**src/rtl/rv_iommu_ls_arb.sv**
```systemverilog
// Round-robin arbiter sharing the IOMMU memory load/store port between N_REQ requesters.
// Downstream tags carry the requester index so load/AMO responses route back to their owner.
module rv_iommu_ls_arb #(
    parameter int N_REQ   = 3,
    parameter int TAG_W   = 4,
    parameter int MAX_OUT = 4,
    localparam int IW     = $clog2(N_REQ)
) (
    input  logic                  clk,
    input  logic                  rst,
    input  logic [N_REQ*46-1:0]   r_addr_i,
    input  logic [N_REQ*2-1:0]    r_op_i,
    input  logic [N_REQ*TAG_W-1:0] r_tag_i,
    input  logic [N_REQ*7-1:0]    r_size_i,
    input  logic [N_REQ-1:0]      r_req_irdy_i,
    output logic [N_REQ-1:0]      r_req_trdy_o,
    output logic [511:0]          r_ld_data_o,
    output logic                  r_ld_acc_fault_o,
    output logic                  r_ld_poison_o,
    output logic [TAG_W-1:0]      r_ld_tag_o,
    output logic [N_REQ-1:0]      r_ld_irdy_o,
    input  logic [N_REQ-1:0]      r_ld_trdy_i,
    output logic [45:0]           m_addr_o,
    output logic [1:0]            m_op_o,
    output logic [IW+TAG_W-1:0]   m_tag_o,
    output logic [6:0]            m_size_o,
    output logic                  m_req_irdy_o,
    input  logic                  m_req_trdy_i,
    input  logic [511:0]          m_ld_data_i,
    input  logic                  m_ld_acc_fault_i,
    input  logic                  m_ld_poison_i,
    input  logic [IW+TAG_W-1:0]   m_ld_tag_i,
    input  logic                  m_ld_irdy_i,
    output logic                  m_ld_trdy_o,
    output logic                  spur_rsp_o
);

    typedef enum logic {ST_IDLE = 1'b0, ST_BUSY = 1'b1} state_e;

    localparam logic [N_REQ-1:0] ONE_HOT0 = {{(N_REQ-1){1'b0}}, 1'b1};

    state_e               state_q, state_d;
    logic [IW-1:0]        rr_q, rr_d;
    logic [45:0]          m_addr_q, m_addr_d;
    logic [1:0]           m_op_q, m_op_d;
    logic [IW+TAG_W-1:0]  m_tag_q, m_tag_d;
    logic [6:0]           m_size_q, m_size_d;
    logic                 m_req_irdy_q, m_req_irdy_d;
    logic [3:0]           cnt_q [N_REQ];
    logic [3:0]           cnt_d [N_REQ];
    logic                 buf_full_q, buf_full_d;
    logic [511:0]         buf_data_q, buf_data_d;
    logic                 buf_fault_q, buf_fault_d;
    logic                 buf_poison_q, buf_poison_d;
    logic [TAG_W-1:0]     buf_tag_q, buf_tag_d;
    logic [IW-1:0]        buf_idx_q, buf_idx_d;
    logic                 spur_q, spur_d;

    logic [N_REQ-1:0]     elig_s, inc_s, dec_s;
    logic                 found_s, take_s, accept_s;
    logic [IW-1:0]        gnt_s, cur_g_s;
    logic [IW:0]          cand_s;
    logic                 deliver_s, m_ld_trdy_s, m_ld_hs_s;
    logic [IW-1:0]        rsp_idx_s, rsp_sel_s;
    logic                 rsp_idx_ok_s, rsp_none_s, rsp_good_s;

    // A STORE (op bit 0 set) never returns a response, so it ignores the credit limit.
    always_comb begin
        for (int k = 0; k < N_REQ; k++) begin
            elig_s[k] = r_req_irdy_i[k] & (r_op_i[2*k] | (cnt_q[k] < 4'(MAX_OUT)));
        end
    end

    // First eligible requester at or after the round-robin pointer, wrapping.
    always_comb begin
        found_s = 1'b0;
        take_s  = 1'b0;
        gnt_s   = '0;
        cand_s  = '0;
        for (int o = 0; o < N_REQ; o++) begin
            cand_s  = {1'b0, rr_q} + (IW+1)'(o);
            cand_s  = (cand_s >= (IW+1)'(N_REQ)) ? cand_s - (IW+1)'(N_REQ) : cand_s;
            take_s  = ~found_s & elig_s[cand_s[IW-1:0]];
            gnt_s   = take_s ? cand_s[IW-1:0] : gnt_s;
            found_s = found_s | take_s;
        end
    end

    assign accept_s = ~rst & (state_q == ST_IDLE) & found_s;
    assign cur_g_s  = m_tag_q[IW+TAG_W-1 -: IW];

    // Request FSM: capture the winner in IDLE, hold the downstream request in BUSY.
    always_comb begin
        state_d      = state_q;
        rr_d         = rr_q;
        m_addr_d     = m_addr_q;
        m_op_d       = m_op_q;
        m_tag_d      = m_tag_q;
        m_size_d     = m_size_q;
        m_req_irdy_d = m_req_irdy_q;
        case (state_q)
            ST_IDLE: begin
                if (accept_s) begin
                    m_addr_d     = r_addr_i[46*int'(gnt_s) +: 46];
                    m_op_d       = r_op_i[2*int'(gnt_s) +: 2];
                    m_tag_d      = {gnt_s, r_tag_i[TAG_W*int'(gnt_s) +: TAG_W]};
                    m_size_d     = r_size_i[7*int'(gnt_s) +: 7];
                    m_req_irdy_d = 1'b1;
                    state_d      = ST_BUSY;
                end else begin
                    state_d = ST_IDLE;
                end
            end
            ST_BUSY: begin
                if (m_req_trdy_i) begin
                    m_req_irdy_d = 1'b0;
                    rr_d         = (cur_g_s == IW'(N_REQ-1)) ? '0 : cur_g_s + IW'(1);
                    state_d      = ST_IDLE;
                end else begin
                    state_d = ST_BUSY;
                end
            end
            default: begin
                m_req_irdy_d = 1'b0;
                state_d      = ST_IDLE;
            end
        endcase
    end

    assign deliver_s    = buf_full_q & r_ld_trdy_i[buf_idx_q];
    assign m_ld_trdy_s  = ~rst & (~buf_full_q | deliver_s);
    assign m_ld_hs_s    = m_ld_irdy_i & m_ld_trdy_s;
    assign rsp_idx_s    = m_ld_tag_i[IW+TAG_W-1 -: IW];
    assign rsp_idx_ok_s = ({1'b0, rsp_idx_s} < (IW+1)'(N_REQ));
    assign rsp_sel_s    = rsp_idx_ok_s ? rsp_idx_s : '0;
    // The counter includes a response still parked in the buffer; that one is not awaited.
    assign rsp_none_s   = (cnt_q[rsp_sel_s] ==
                           ((buf_full_q && (buf_idx_q == rsp_sel_s)) ? 4'd1 : 4'd0));
    assign rsp_good_s   = m_ld_hs_s & rsp_idx_ok_s & ~rsp_none_s;
    assign spur_d       = m_ld_hs_s & ~rsp_good_s;

    // One-entry response buffer: a fresh response may replace the one being delivered.
    always_comb begin
        buf_full_d   = buf_full_q;
        buf_data_d   = buf_data_q;
        buf_fault_d  = buf_fault_q;
        buf_poison_d = buf_poison_q;
        buf_tag_d    = buf_tag_q;
        buf_idx_d    = buf_idx_q;
        if (rsp_good_s) begin
            buf_full_d   = 1'b1;
            buf_data_d   = m_ld_data_i;
            buf_fault_d  = m_ld_acc_fault_i;
            buf_poison_d = m_ld_poison_i;
            buf_tag_d    = m_ld_tag_i[TAG_W-1:0];
            buf_idx_d    = rsp_idx_s;
        end else if (deliver_s) begin
            buf_full_d = 1'b0;
        end else begin
            buf_full_d = buf_full_q;
        end
    end

    // Outstanding load/AMO credits per requester.
    always_comb begin
        for (int k = 0; k < N_REQ; k++) begin
            inc_s[k] = accept_s & (gnt_s == IW'(k)) & ~r_op_i[2*k];
            dec_s[k] = deliver_s & (buf_idx_q == IW'(k));
            cnt_d[k] = cnt_q[k] + {3'b000, inc_s[k]} - {3'b000, dec_s[k]};
        end
    end

    always_ff @(posedge clk) begin
        if (rst) begin
            state_q      <= ST_IDLE;
            rr_q         <= '0;
            m_addr_q     <= '0;
            m_op_q       <= '0;
            m_tag_q      <= '0;
            m_size_q     <= '0;
            m_req_irdy_q <= 1'b0;
            buf_full_q   <= 1'b0;
            buf_data_q   <= '0;
            buf_fault_q  <= 1'b0;
            buf_poison_q <= 1'b0;
            buf_tag_q    <= '0;
            buf_idx_q    <= '0;
            spur_q       <= 1'b0;
            for (int k = 0; k < N_REQ; k++) begin
                cnt_q[k] <= 4'd0;
            end
        end else begin
            state_q      <= state_d;
            rr_q         <= rr_d;
            m_addr_q     <= m_addr_d;
            m_op_q       <= m_op_d;
            m_tag_q      <= m_tag_d;
            m_size_q     <= m_size_d;
            m_req_irdy_q <= m_req_irdy_d;
            buf_full_q   <= buf_full_d;
            buf_data_q   <= buf_data_d;
            buf_fault_q  <= buf_fault_d;
            buf_poison_q <= buf_poison_d;
            buf_tag_q    <= buf_tag_d;
            buf_idx_q    <= buf_idx_d;
            spur_q       <= spur_d;
            for (int k = 0; k < N_REQ; k++) begin
                cnt_q[k] <= cnt_d[k];
            end
        end
    end

    assign r_req_trdy_o     = accept_s ? (ONE_HOT0 << gnt_s) : '0;
    assign m_addr_o         = m_addr_q;
    assign m_op_o           = m_op_q;
    assign m_tag_o          = m_tag_q;
    assign m_size_o         = m_size_q;
    assign m_req_irdy_o     = m_req_irdy_q;
    assign m_ld_trdy_o      = m_ld_trdy_s;
    assign r_ld_irdy_o      = buf_full_q ? (ONE_HOT0 << buf_idx_q) : '0;
    assign r_ld_data_o      = buf_data_q;
    assign r_ld_acc_fault_o = buf_fault_q;
    assign r_ld_poison_o    = buf_poison_q;
    assign r_ld_tag_o       = buf_tag_q;
    assign spur_rsp_o       = spur_q;

endmodule

```
**config.mk**
```make
export PLATFORM = sky130hd
export DESIGN_NAME = rv_iommu_ls_arb
export DESIGN_NICKNAME = d
export VERILOG_FILES = /design/src/rtl/rv_iommu_ls_arb.sv
export SDC_FILE = /design/constraint.sdc
export NUM_CORES = 1
export LEC_CHECK = 0
export ABC_AREA = 1
export CAP_MARGIN = 15
export CORE_AREA = 2 2 502 504
export CTS_CLUSTER_DIAMETER = 40
export CTS_CLUSTER_SIZE = 8
export DETAILED_ROUTE_END_ITERATION = 8
export DIE_AREA = 0 0 504 506
export PLACE_DENSITY_LB_ADDON = 0.12
export SLEW_MARGIN = 5
export SYNTH_ARGS = -nofsm -noshare
export SYNTH_HDL_FRONTEND = slang
export SYNTH_SLANG_ARGS = --single-unit
```
**constraint.sdc**
```tcl
create_clock -name clk -period 4 [get_ports clk]
set_clock_uncertainty 0.05 [all_clocks]
set_input_delay 1.2 -clock clk [delete_from_list [all_inputs] [get_ports clk]]
set_output_delay 1.2 -clock clk [all_outputs]
set_load 0.01 [all_outputs]
```
# After elaboration in Yosys (flattened, before gate mapping)
# Memories as Yosys holds them, arrays and structs flattened.
# Index checks and enable logic that the tools add are counted.
dict set report word_totals {
  reg_bits 587
  ramBits 12
  inputBits 707
  out_inout_bits 588
  elab_cells 136
  mem_count 1
}
# name depth word_bits read_ports rd_ports_with_merged_regs write_ports line
set memory_table {}
lappend memory_table {cnt_q 3 4 4 0 3 49} ;# logic [3:0] cnt_q [N_REQ];
dict set report classes {
  addsub 12
  mul 2
  n_lt_le_gt_ge 11
  n_eq_ne 9
  shift 6
  n_mux 33
  n_bitwise 41
  n_reduce_logical 7
}
# cell count
set ops {}
lappend ops {{variable part select 138 x 9 -> 46 bit} 1}
lappend ops {{bitwise AND 1 bit} 22}
lappend ops {{variable part select 21 x 6 -> 7 bit} 1}
lappend ops {{2-to-1 mux 2 bit} 8}
lappend ops {{2-to-1 mux 1 bit} 14}
lappend ops {{adder 4 x 1 -> 4 bit} 3}
lappend ops {{< comparator 2 x 3 -> 1 bit, second input constant} 4}
lappend ops {{< comparator 4 x 3 -> 1 bit, second input constant} 3}
lappend ops {{2-to-1 mux 4 bit} 3}
lappend ops {{variable part select 12 x 5 -> 4 bit} 1}
lappend ops {{subtractor 4 x 1 -> 4 bit} 3}
lappend ops {{NOT 1 bit} 10}
lappend ops {{OR 1 bit} 9}
lappend ops {{binary-select mux 1 bit (select 2 bit)} 4}
lappend ops {{multiplier 5 x 2 -> 7 bit, first input constant} 1}
lappend ops {{equality test 2 bit, second input constant} 3}
lappend ops {{greater-or-equal comparator 3 x 2 -> 1 bit, second input constant} 2}
lappend ops {{2-to-1 mux 3 bit} 2}
lappend ops {{AND reduction 2 bit} 3}
lappend ops {{variable part select 6 x 4 -> 2 bit} 1}
lappend ops {{left shift 1 x 2 -> 3 bit, first input constant} 2}
lappend ops {{subtractor 2 bit, second input constant} 3}
lappend ops {{multiplier 3 x 2 -> 5 bit, first input constant} 1}
lappend ops {{equality test 2 x 1 -> 1 bit, second input constant} 2}
lappend ops {{other kinds (12)} 15}

# Depth between registers and ports, before layout
# An unclocked memory read counts as a cell.
dict set report depth {
  ltp_word 18
  depth_mapped 19
  ltp_nobuf 18
}

# Worst setup path before layout
# Ideal clock, no wire load.
dict set report synth_timing {
  path_kind {input -> output}
  from {input port r_op_i[2]}
  to {output port r_req_trdy_o[1]}
  arrival_time_ns 2.462
  t_required_ns 2.750
  path_slack_ns 0.288
  cell_stages 10
  path_cell_list {inv_1 nand2_1 nand3_1 nand2_1 a21oi_2 nand4_1 nand3_1 buf_2 buf_1 nor2_1}
}
dict set report synth_between {
  elab_chain_cells 12
}
# item line
set synth_rtl {}
lappend synth_rtl {{from (decl)} 12} ;# input logic [N_REQ*2-1:0] r_op_i,
lappend synth_rtl {{OR 1 bit *} 70} ;# elig_s[k] = r_req_irdy_i[k] & (r_op_i[2*k] | (cnt_q[k] < 4'(MAX_OUT)));
lappend synth_rtl {{bitwise AND 1 bit *} 70}
lappend synth_rtl {{binary-select mux 1 bit (select 2 bit)} 83} ;# take_s = ~found_s & elig_s[cand_s[IW-1:0]];
lappend synth_rtl {{2-to-1 mux 1 bit (implied by the code)} 83}
lappend synth_rtl {{NOT 1 bit} 83}
lappend synth_rtl {{bitwise AND 1 bit} 83}
lappend synth_rtl {{OR 1 bit} 85} ;# found_s = found_s | take_s;
lappend synth_rtl {{NOT 1 bit} 83}
lappend synth_rtl {{bitwise AND 1 bit} 83}
lappend synth_rtl {{2-to-1 mux 2 bit or OR 1 bit (tied branches)} {84, 85}}
lappend synth_rtl {{left shift 1 x 2 -> 3 bit or bitwise AND 1 bit (tied branches)} {213, 89}}
lappend synth_rtl {{2-to-1 mux 3 bit *} 213} ;# assign r_req_trdy_o = accept_s ? (ONE_HOT0 << gnt_s) : '0;
lappend synth_rtl {{to (decl)} 16} ;# output logic [N_REQ-1:0] r_req_trdy_o,
# Every way passes the cells marked *; elsewhere a longest branch is shown, timed or not. The select of a mux whose other input is x is not followed.

# Worst setup path in the final report
dict set report layout_timing {
  from {input port r_op_i[2]}
  to {output port r_req_trdy_o[0]}
}
# The elaborated chain is that of the path after synthesis.

==> metrics.md <==
| Metric | Value |
|---|---|
| Status | `complete, no violations` |
| Synth Instances | `between 3k and 4k` |
| Unrepaired setup endpoints after global routing | `yes` |
| Clk root buf | `clkbuf_16` |
| CTS clock-pin slew for the worst setup and hold paths | `50 ps` |
| PortBufs | `1294` |
| P_leak | `18.6 nW` |
| Synthesized Nets | `3912` |
| Fmax | `about 260 MHz` |
| Initial antenna violation count | `32` |
| Overflow after GRT | `0` |
| Setup ws final | `96.8 ps` |
| Routability congestion estimate from global placement | `approximately 0.84` |
| CP Data Arrival Time | `about 2700 ps` |
| Most area-hungry cell type in the Yosys netlist | `dfxtp_1` |
| Commonest cells in the netlist | `nor2_1 (1063), dfxtp_1 (599), o21ai_0 (525)` |
| Top-area cell type share of the netlist area | `51.1%` |
| Layout Nets | `around 5.4k` |
| Synth warn | `0` |
| WL final | `172 mm` |
| Dpl cell area | `41400 um2` |
| Switching share of power | `29.3%` |
| CTS tree | `built` |
| Unique cell type count in the Yosys netlist | `34` |
| Post-route ant nets | `0` |
| Core area | `250000 um2` |
| Mean post-synth cell area | `7.36 um2` |
| Sw Pwr | `8.63 mW` |
| DRC errors left | `0` |
| Chip height | `506 um` |
| Minimum clock period | `between 3000 and 4000 ps` |
| Die area | `255000 um2` |
| Pint | `20.8 mW` |
| Logic pwr share | `22.0%` |
| Vias per cell | `3.33` |
| Post-synth EDFFs | `0` |
| Initial core utilization | `9.38%` |
| Period utilization | `97.6%` |
| Final setup fails | `0` |
| DRT iter0 DRCs | `1103` |
| CTS Hold Bufs | `0` |
| Die Wd | `504 um` |
| CP max FO | `4` |
| Async SR Flop Fraction | `0%` |
| Main synth FF type | `dfxtp_1` |
| Pins over their slew limit | `0` |
| Worst hold path type | `reg2reg` |
| Final-report hold violation count | `0` |
| HPWL after DPL | `138 mm` |
| Slew HR | `42.2%` |
| Clock Path Buffers | `3` |
| Place WS | `-1080 ps` |
| Largest net degree at the start of global routing | `between 150 and 200` |
| Synth Register Bits | `599` |
| Min Hold Slack | `between 400 and 500 ps` |
| Fin area | `48300 um2` |
| Max_cap viols | `0` |
| H-Tree Depth | `4` |
| Flop pwr share | `24.8%` |
| Measured slew at the worst slew-check pin | `between 800 and 900 ps` |
| Synthesized cell area | `23500 um2` |
| 1st-pass router iterations | `5` |
| Share of layout cells above drive strength 1 | `12.2%` |
| Clock Power Share | `approximately 53%` |
| Worst Path Required | `2750 ps` |
| PD cells | `610 nW/um2` |
| Maximum vdd drop | `339 uV` |
| Vias in the first global route | `roughly 28k` |
| Critical path class | `in2out` |
| Clock Latency Late Sink | `around 800 ps` |
| CTS buffer count | `roughly 180` |
| Setup TNS | `0 ps` |
| # clock sinks | `599` |
| Synth area leaders | `dfxtp_1 (51%), nor2_1 (17%), o21ai_0 (11%)` |
| All-Layer GR Usage | `13.0%` |
| Site Rows | `roughly 180` |
| Startpoint types | `input port` |
| First-pass GRT wire length | `235 mm` |
| Most frequent cell after synthesis | `nor2_1` |
| Drt wl/cell | `21.1 um` |
| Crit. End Element | `output pin` |
| DR vias | `27.2k` |
| Register area share after synthesis | `51.1%` |
| Area Overhead vs Synth | `106%` |
| I/O Pins | `1295` |
## logic make-up (layout without fill, tap and decap cells)
group                      after synthesis  in the layout  share of synthesized area [%]
AOI/OAI and AO/OA                      551            551                           11.9
xor gates and xnor gates                 4              4                          0.149
adders and majority gates               20             20                           1.16
buffers and inverters                  417           2046                           8.82
DFF                                    599            599                           51.1
other                                    0              9                              0
and+or+nand+nor                       1594           1594                           26.8
## final cells by class
cell class | count | area [um2]
antenna | 9 | 22.5
clock buffer | 238 | 5100
clock inverter | 101 | 1590
fill | 28315 | 202000
inverter | 194 | 754
multi-input combinational | 2169 | 9550
sequential | 599 | 12000
tap | 3348 | 4190
timing repair buffer | 1513 | 15100
## path summary, 6_finish.rpt
check,startpoint,endpoint,slack [ps],cells past startpoint
max,r_op_i[2],r_req_trdy_o[0],100,13
min,m_addr_o[2],m_addr_o[2],420,2
max reg2reg,rr_q[1],cnt_q[1][2],750,17
min reg2reg,m_addr_o[2],m_addr_o[2],420,2
## per-layer routing
layer  track usage [%]  share of wire [%]  vias to the layer above
li1                  -                  -                    13149
met1              15.5                 42                    12737
met2              21.3                 46                     1079
met3              6.03                 10                      239
met4              2.86                1.6                       32
met5                 0               0.12                        -
## critical path: stages
cell	delay (ps)
dlygate4sd2_1	260
inv_2	70
nand2_2	80
nand3_2	80
nand2_1	70
a21oi_2	160
buf_4	150
nand4_1	160
nand3_4	150
inv_2	60
nand2_4	70
nor2_4	40
buf_6	110
## through the flow
stage,std cells,power [mW],utilization [%]
floorplan,3185,9.87,-
global placement,7817,14.0,16.6
detailed placement,7817,14.0,16.6
CTS,8159,30.1,19.3
global route,8163,31.0,19.3
finish,8171,29.5,19.3
## cell usage in the layout, fill, tap and decap left out, types with 16 or more instances in the layout
cell type and count:
nand2_1 296, o21ai_0 518, nor2_1 1058, inv_2 16, clkbuf_16 184, buf_12 40, nand3_1 209, clkinv_2 46
dfxtp_1 597, inv_1 175, buf_4 178, bufinv_16 30, clkdlybuf4s50_1 1284, clkbuf_8 29, clkbuf_1 25
## power by group through the flow
stage / logic (mW) / registers, mW / clock network (mW)
final: 6.48 / 7.31 / 15.7
after detailed placement: 6.57 / 7.42 / 0
after global routing: 7.13 / 7.41 / 16.5
after CTS: 6.63 / 7.33 / 16.2
after global placement: 6.62 / 7.40 / 0
after floorplan: 2.19 / 7.69 / 0
## state kept, by name, summed over array words and instances (netlist names), 2 cells and up
name         cells
buf_idx_q        2
m_op_o           2
cnt_q           12
r_ld_tag_o       4
m_addr_o        46
m_tag_o          6
rr_q             2
r_ld_data_o    512
m_size_o         7
## what timing repair did
action / in CTS / in global routing
hold endpoints to repair: 0 / 0
buffers inserted: 4 / 3
cloned: 0 / 0
pin swaps: 10 / 8
endpoints found under the setup margin: 4 / 4
resized for setup: 46 / 26
Note: power is estimated with default switching activity, not from simulation.
